**src/rtl/clk_ctrl_pkg.sv**
```systemverilog
// Shared types and defaults for the clock-multiplier switch controller.
package clk_ctrl_pkg;

    typedef enum logic [2:0] {
        IDLE,
        DRAIN,
        RELOCK,
        SETTLE,
        RESUME
    } state_t;

    localparam logic MODE_BASE = 1'b0;
    localparam logic MODE_MULT = 1'b1;

    localparam int DEF_DRAIN_CYCLES   = 4;
    localparam int DEF_SETTLE_CYCLES  = 16;
    localparam int DEF_TIMEOUT_CYCLES = 1024;

    function automatic int max3(input int a, input int b, input int c);
        int m;
        m = (a > b) ? a : b;
        return (m > c) ? m : c;
    endfunction

endpackage

```
**src/rtl/lock_sync.sv**
```systemverilog
// Two-flop synchronizer for the asynchronous PLL lock; 2-cycle latency, resets low.
module lock_sync (
    input  logic i_clk,
    input  logic i_rst,
    input  logic i_async,
    output logic o_sync
);

    logic r_s1;
    logic r_s2;

    always_ff @(posedge i_clk) begin
        if (i_rst) begin
            r_s1 <= 1'b0;
            r_s2 <= 1'b0;
        end else begin
            r_s1 <= i_async;
            r_s2 <= r_s1;
        end
    end

    assign o_sync = r_s2;

endmodule

```
**src/rtl/clk_mult_ctrl.sv**
```systemverilog
// Gates the core clock, switches the multiplier mode and waits for a settled lock before ungating.
// Relock watchdog and sticky err exist only when CLK_MULT_CTRL_TIMEOUT_EN is defined.
module clk_mult_ctrl
    import clk_ctrl_pkg::*;
#(
    parameter int DRAIN_CYCLES   = DEF_DRAIN_CYCLES,
    parameter int SETTLE_CYCLES  = DEF_SETTLE_CYCLES,
    parameter int TIMEOUT_CYCLES = DEF_TIMEOUT_CYCLES
) (
    input  logic base_clock,
    input  logic reset,
    input  logic req_valid,
    input  logic req_mult,
    output logic req_ready,
    input  logic lock,
    output logic multiply,
    output logic clk_en,
    output logic done,
    output logic err
);

    localparam int CW = $clog2(max3(DRAIN_CYCLES, SETTLE_CYCLES, TIMEOUT_CYCLES)) + 1;

    state_t        r_state, w_state_nxt;
    logic [CW-1:0] r_cnt, w_cnt_nxt;
    logic          r_mult, w_mult_nxt;
    logic          r_target, w_target_nxt;
    logic          r_clk_en, w_clk_en_nxt;
    logic          r_done, w_done_nxt;
    logic          w_lock_s;

    lock_sync u_lock_sync (
        .i_clk   (base_clock),
        .i_rst   (reset),
        .i_async (lock),
        .o_sync  (w_lock_s)
    );

`ifdef CLK_MULT_CTRL_TIMEOUT_EN
    logic [CW-1:0] r_wdog, w_wdog_nxt;
    logic          r_err, w_err_nxt;
`endif

    always_ff @(posedge base_clock) begin
        if (reset) begin
            r_state  <= IDLE;
            r_cnt    <= '0;
            r_mult   <= MODE_BASE;
            r_target <= MODE_BASE;
            r_clk_en <= 1'b1;
            r_done   <= 1'b0;
        end else begin
            r_state  <= w_state_nxt;
            r_cnt    <= w_cnt_nxt;
            r_mult   <= w_mult_nxt;
            r_target <= w_target_nxt;
            r_clk_en <= w_clk_en_nxt;
            r_done   <= w_done_nxt;
        end
    end

`ifdef CLK_MULT_CTRL_TIMEOUT_EN
    always_ff @(posedge base_clock) begin
        if (reset) begin
            r_wdog <= '0;
            r_err  <= 1'b0;
        end else begin
            r_wdog <= w_wdog_nxt;
            r_err  <= w_err_nxt;
        end
    end
`endif

    always_comb begin
        w_state_nxt  = r_state;
        w_cnt_nxt    = r_cnt;
        w_mult_nxt   = r_mult;
        w_target_nxt = r_target;
        w_clk_en_nxt = r_clk_en;
        w_done_nxt   = 1'b0;
        case (r_state)
            IDLE: begin
                if (req_valid) begin
                    if (req_mult == r_mult) begin
                        w_done_nxt = 1'b1;
                    end else begin
                        w_target_nxt = req_mult;
                        w_clk_en_nxt = 1'b0;
                        w_cnt_nxt    = '0;
                        w_state_nxt  = DRAIN;
                    end
                end
            end
            DRAIN: begin
                if (r_cnt == CW'(DRAIN_CYCLES - 1)) begin
                    w_mult_nxt  = r_target;
                    w_cnt_nxt   = '0;
                    w_state_nxt = RELOCK;
                end else begin
                    w_cnt_nxt = r_cnt + CW'(1);
                end
            end
            RELOCK: begin
                if (w_lock_s) begin
                    w_cnt_nxt   = '0;
                    w_state_nxt = SETTLE;
                end
            end
            SETTLE: begin
                // Any lock drop restarts the settle window from zero.
                if (!w_lock_s) begin
                    w_cnt_nxt   = '0;
                    w_state_nxt = RELOCK;
                end else if (r_cnt == CW'(SETTLE_CYCLES - 1)) begin
                    w_cnt_nxt   = '0;
                    w_state_nxt = RESUME;
                end else begin
                    w_cnt_nxt = r_cnt + CW'(1);
                end
            end
            RESUME: begin
                w_clk_en_nxt = 1'b1;
                w_done_nxt   = 1'b1;
                w_cnt_nxt    = '0;
                w_state_nxt  = IDLE;
            end
            default: begin
                w_state_nxt = IDLE;
            end
        endcase

`ifdef CLK_MULT_CTRL_TIMEOUT_EN
        w_err_nxt  = r_err;
        w_wdog_nxt = r_wdog;
        if (r_state == IDLE && req_valid) begin
            w_err_nxt = 1'b0;
        end
        if (r_state == DRAIN) begin
            w_wdog_nxt = '0;
        end else if (r_state == RELOCK || r_state == SETTLE) begin
            // A switch only starts when target differs, so ~target is the old mode.
            if (r_wdog == CW'(TIMEOUT_CYCLES - 1)) begin
                w_mult_nxt  = ~r_target;
                w_err_nxt   = 1'b1;
                w_cnt_nxt   = '0;
                w_state_nxt = RESUME;
            end else begin
                w_wdog_nxt = r_wdog + CW'(1);
            end
        end
`endif
    end

    assign req_ready = (r_state == IDLE);
    assign multiply  = r_mult;
    assign clk_en    = r_clk_en;
    assign done      = r_done;
`ifdef CLK_MULT_CTRL_TIMEOUT_EN
    assign err       = r_err;
`else
    assign err       = 1'b0;
`endif

endmodule

```
**config.mk**
```make
export PLATFORM = sky130hd
export DESIGN_NAME = clk_mult_ctrl
export DESIGN_NICKNAME = d
export VERILOG_FILES = /design/src/rtl/clk_ctrl_pkg.sv /design/src/rtl/lock_sync.sv /design/src/rtl/clk_mult_ctrl.sv
export SDC_FILE = /design/constraint.sdc
export NUM_CORES = 1
export LEC_CHECK = 0
export ABC_AREA = 1
export CELL_PAD_IN_SITES_DETAIL_PLACEMENT = 0
export CELL_PAD_IN_SITES_GLOBAL_PLACEMENT = 2
export CORE_MARGIN = 3
export CORE_UTILIZATION = 36
export DETAILED_ROUTE_END_ITERATION = 8
export DONT_BUFFER_PORTS = 1
export GPL_TIMING_DRIVEN = 0
export HOLD_SLACK_MARGIN = 0.15
export PLACE_DENSITY = 0.85
export SYNTH_ARGS = -nofsm -noshare
export SYNTH_HDL_FRONTEND = slang
export SYNTH_SLANG_ARGS = --single-unit
```
**constraint.sdc**
```tcl
create_clock -name base_clock -period 3.7 [get_ports base_clock]
set_input_delay 0.37 -clock base_clock [delete_from_list [all_inputs] [get_ports base_clock]]
set_output_delay 0.37 -clock base_clock [all_outputs]
set_load 0.1 [all_outputs]
```
### Word level (Yosys, flattened, before mapping)

Index checks and enable logic that the tools add are counted.

| storage, ports and cells | value |
|---|---|
| input bits | 5 |
| ROM bits | 0 |
| logic and storage cells | 50 |
| flip-flop bits (word level) | 20 |
| bits in writable memories | 0 |
| bits in latches | 0 |
| output and inout port bits | 5 |
| memories kept | 0 |

| operators by class | value |
|---|---|
| bitwise operators | 1 |
| reduce and logical (&&, ||, !) cells | 8 |
| equality and inequality tests | 12 |
| divide/modulo/power cells | 0 |
| muxes and demuxes | 20 |
| shift-type cells | 0 |
| $lt $le $gt $ge | 0 |
| add/subtract/negate cells | 1 |
| $mul | 0 |

Operator list:

| cell | count |
|---|---|
| two-way mux 11 bit | 6 |
| one-hot mux 11 bit (5 select lines) | 1 |
| two-way mux 3 bit | 6 |
| one-hot mux 3 bit (4 select lines) | 1 |
| adder 11 x 1 -> 11 bit (second input constant) | 1 |
| equality test 11 x 2 -> 1 bit (second input constant) | 1 |
| equality test 11 x 4 -> 1 bit (second input constant) | 1 |
| equality test 3 x 2 -> 1 bit (second input constant) | 2 |
| != test 2 bit (second input constant) | 3 |
| AND reduction 3 bit | 2 |
| AND reduction 5 bit | 1 |
| nonzero test 5 bit | 1 |
| two-way mux 1 bit | 4 |
| one-hot mux 1 bit (2 select lines) | 2 |
| AND reduction 4 bit | 1 |
| equality test 3 x 1 -> 1 bit (second input constant) | 1 |
| equality test 3 bit (second input constant) | 1 |
| zero test 3 bit | 1 |
| != test 3 bit (second input constant) | 1 |
| != test 2 x 1 -> 1 bit (second input constant) | 1 |
| AND reduction 2 bit | 1 |
| nonzero test 2 bit | 1 |
| equality test 1 bit | 1 |
| inverter 1 bit | 1 |

### Depth between registers and ports, before layout

| logic depth | value |
|---|---|
| word-level depth | 4 |
| gate-level depth with buffers | 10 |
| gate-level depth less buffers | 10 |

### Cells and area by module

Synthesis repeated with hierarchy kept, for this count alone.

| second synthesis, totals | value |
|---|---|
| cell total of the unflattened synthesis | 177 |
| area, all modules | 1123.6 sq um |

By module, submodules not included:

| module | times used | cells an instance | area an instance (sq um) | seq. area each (sq um) |
|---|---|---|---|---|
| clk_mult_ctrl | 1 | 171 | 1068.5 | 360.3 |
| lock_sync | 1 | 6 | 55.1 | 40.0 |

### Least setup slack after synthesis

OpenSTA, ideal clock, no wires.

| path | value |
|---|---|
| kind | reg-to-reg |
| from | register r_mult (netlist: multiply) |
| to | register r_cnt[6] |
| buffers on the path | 0 |
| clock period less this slack | 1.953 ns |
| data arrival time | 1.837 ns |
| slack | 1.747 ns |
| stages on the path, launching flop included | 10 |
| library setup time | 0.116 ns |
| required time | 3.584 ns |
| cell sequence | dfxtp_1 > inv_1 > nand2_1 > nand3_1 > nand2_4 > nand2_8 > inv_4 > nand3_4 > nand2_4 > nor2_1 |

| between the ends | value |
|---|---|
| longest elaborated chain between the ends | 3 |

RTL lines:

| what | line | text |
|---|---|---|
| start: declaration | clk_mult_ctrl.sv:26 | `logic r_mult, w_mult_nxt;` |
| start signal: assignment | clk_mult_ctrl.sv:55 | `r_mult <= w_mult_nxt;` |
| equality test 1 bit | clk_mult_ctrl.sv:84 | `if (req_mult == r_mult) begin` |
| != test 2 bit (no source line) | n/a |  |
| AND reduction 4 bit (no source line) | n/a |  |
| end signal: assignment | clk_mult_ctrl.sv:54 | `r_cnt <= w_cnt_nxt;` |
| end: declaration | clk_mult_ctrl.sv:25 | `logic [CW-1:0] r_cnt, w_cnt_nxt;` |

Every way passes these cells.
A chain may end at the register's enable or synchronous reset.

### Final worst setup path

| path | value |
|---|---|
| from | register r_mult (netlist: multiply) |
| to | register r_cnt[3] |

Same word-level chain as after synthesis.

==> run metrics <==
slowest stage delay, CP 1.00 ns; XOR/XNOR share of the synthesized area 1.52%; die area 0.00392 mm²; min-delay worst type input port to register; Reg-to-Reg Start multiply$_SDFFE_PP0P_; synthesized instance count 172; gr ovfl total 0; Synth Area in Adders 1.09%; placed cells 214; Yosys warning total 0; kind of end point of the critical path register; 1st-iter DRT viols 40; Seq cells post-synth 20; RR Endpoint r_cnt[3]$_SDFFE_PP0P_; Clock Sinks 20; worst-path maximum fanout 10; Fmax 450 MHz; CTS tree yes; Chip Height 62.6 µm; critical path, cell by cell inv_1, nand2_1, nand3_1, nand2_4, nand2_8, inv_4, nand3_4, nand2_4, nor2_1; crit path kind register to register; RSZ-0062 raised after global routing no; TritonCTS Buffers 3; worst-margin pin slew 0.990 ns; DRC violations left 0; post-route cell area 0.00127 mm²; Hold Slack 0.206 ns; Critical Path End r_cnt[3]$_SDFFE_PP0P_; mux cell area share after synthesis 0%; Peak VDD IR 388 µV; Ports 10; synth unique cells 27; Tot GR Track Use 13.9%; vias per cell 4.75; register area share after synthesis 34.7%; latest clock arrival within the worst-skew pair 0.30 ns; n_diodes 0; Max Cap Viol 0; fin crit period 2.22 ns; WL per Instance 10.9 µm; Routed Antenna Nets 0; Critical Path AT 2.43 ns; starting density of the core 39.7%; Die X-Extent 62.6 µm; Syn Area/Cell 6.70 µm²; slowest cell on the critical path dfxtp_1; CP dominant cell by count nand2_4; Hold Fails Final Rpt 0; Relative slew margins 33.9%; simple-gate share of the synthesized area 45.7%; Final TNS setup 0 ns; GPL Wtd Cong 0.847; final cell count without fillers 221; area of the core 0.00290 mm²; compound-cell area share of the yosys netlist 6.95%; status finished clean; share of layout cells above drive strength 1 12.3%; setup slack, reg-to-reg 1.48 ns; # port buffers 0; Slew Viols, Final 0; largest family of logic cells by synthesized area simple AND/OR/NAND/NOR gates; via count 1050; CTS Buffer Depth 2; drt first pass iters 4; R2R cell count 9; initial antenna violation count 0; Critical Path Source multiply$_SDFFE_PP0P_; Startpoint Class register; Layout area overhead 10.3%; Leak Pwr 0.553 nW; Placed Area 0.00120 mm²; Syn Std Cell Area 0.00115 mm²; Synthesized Nets 178; nets 186; clock skew 0.00415 ns; Rows 19; post-CTS setup buffer count 0; # setup viols final 0; largest net degree at the start of global routing 12; Root Driver clkbuf_4; global-route wire length before repair 4370 µm; number of global-route vias before repair 959; Power Dens Cells 649 mW/mm²; hold path start req_mult; DP HPWL 1870 µm; DRT Wirelength 2400 µm; Worst Path Required 3.91 ns; clock-pin slew on the worst setup and hold paths 0.12 ns; H-tree depth 1; Final period util 60.1%
state kept, by name, summed over array words and instances, names as in the netlist:
| register | count |
|---|---|
| r_state | 3 |
| u_lock_sync.o_sync | 1 |
| clk_en | 1 |
| r_target | 1 |
| u_lock_sync.r_s1 | 1 |
| r_cnt | 11 |
| done | 1 |
| multiply | 1 |
worst min path at each step:
| stage | slack (ns) | endpoint | depth (start not counted) |
|---|---|---|---|
| after floorplan | 0.39 | u_lock_sync.o_sync$_SDFF_PP0_ | 2 |
| after detailed placement | 0.40 | u_lock_sync.o_sync$_SDFF_PP0_ | 2 |
| final | 0.21 | r_target$_SDFFE_PP0P_ | 2 |
| after global routing | 0.18 | done$_SDFF_PP0_ | 2 |
| after global placement | 0.40 | u_lock_sync.o_sync$_SDFF_PP0_ | 2 |
| after CTS | 0.16 | clk_en$_SDFFE_PP1P_ | 2 |
critical path, delay by kind of cell (launching register included):
family | cells | cell delay, ns
simple gates | 7 | 0.86
buf+inv | 2 | 0.26
flops | 1 | 1.00
metal layers:
layer  up-vias  part of all wire (%)  global-route usage [%]
met1       475                    55                    20.4
met5         -                     0                       0
met3         2                   2.5                    2.88
li1        562                     -                       -
met2        11                    42                    19.3
met4         0                  0.71                    5.79
synth_stat cells (all sizes together):
master	count	share of area (%)
xor2	2	1.5
nand4	6	3.3
nor3b	2	1.7
nand3	20	10
ha	1	1.1
conb	1	0.33
buf	1	0.65
a21oi	6	3.3
a211oi	1	0.65
dfxtp	20	35
inv	27	9.0
nand2	47	19
nor3	2	1.3
nor2	29	10
o21ai	7	3.0
metrics by stage:
| step | worst slack, ns | util [%] | total power [mW] |
|---|---|---|---|
| 2_1_floorplan | 1.75 | - | 0.634 |
| 3_3_place_gp | 1.51 | 41.5 | 0.697 |
| 3_5_place_dp | 1.49 | 41.5 | 0.700 |
| 4_1_cts | 1.48 | 43.5 | 0.834 |
| 5_1_grt | 1.31 | 43.8 | 0.884 |
| 6_report | 1.48 | 43.8 | 0.825 |
report_power, final:
| part | internal [mW] | switching, mW | total (mW) | leakage [nW] |
|---|---|---|---|---|
| combinational | 0.0998 | 0.286 | 0.385 | 0.369 |
| sequential | 0.243 | 0.0665 | 0.309 | 0.163 |
| clock | 0.0600 | 0.0701 | 0.130 | 0.0210 |
| total | 0.402 | 0.422 | 0.825 | 0.553 |
cells in the final DEF, fill, tap and decap left out, types with 3 or more instances in the layout:
| master | n |
|---|---|
| nand4_1 | 6 |
| nand3_1 | 18 |
| o21ai_0 | 7 |
| dlygate4sd3_1 | 3 |
| dfxtp_1 | 20 |
| inv_2 | 3 |
| nand2_4 | 3 |
| nor2_1 | 27 |
| nand2_1 | 42 |
| clkbuf_4 | 3 |
| a21oi_1 | 4 |
| inv_1 | 23 |
cell families after synthesis:
group | count (synthesis)
AOI/OAI and AO/OA | 14
other | 1
buffers and inverters | 28
xor gates and xnor gates | 2
adders and majority gates | 1
DFF | 20
and+or+nand+nor | 106
area by class of cell:
type	count	area, µm²
flip-flops and latches	20	400
repair buffers	3	30.0
clock buffers	4	36.3
fillers	333	1630
well taps	42	52.6
multi-input cells	124	641
plain buffers	1	7.51
inverters	27	104
timing repair:
item / CTS / global route
setup endpoints to repair: 0 / 0
hold buffers: 2 / 1
gates resized for setup: 0 / 0
hold endpoints to repair: 4 / 1
No activity file was read; power rests on OpenSTA's default activity.
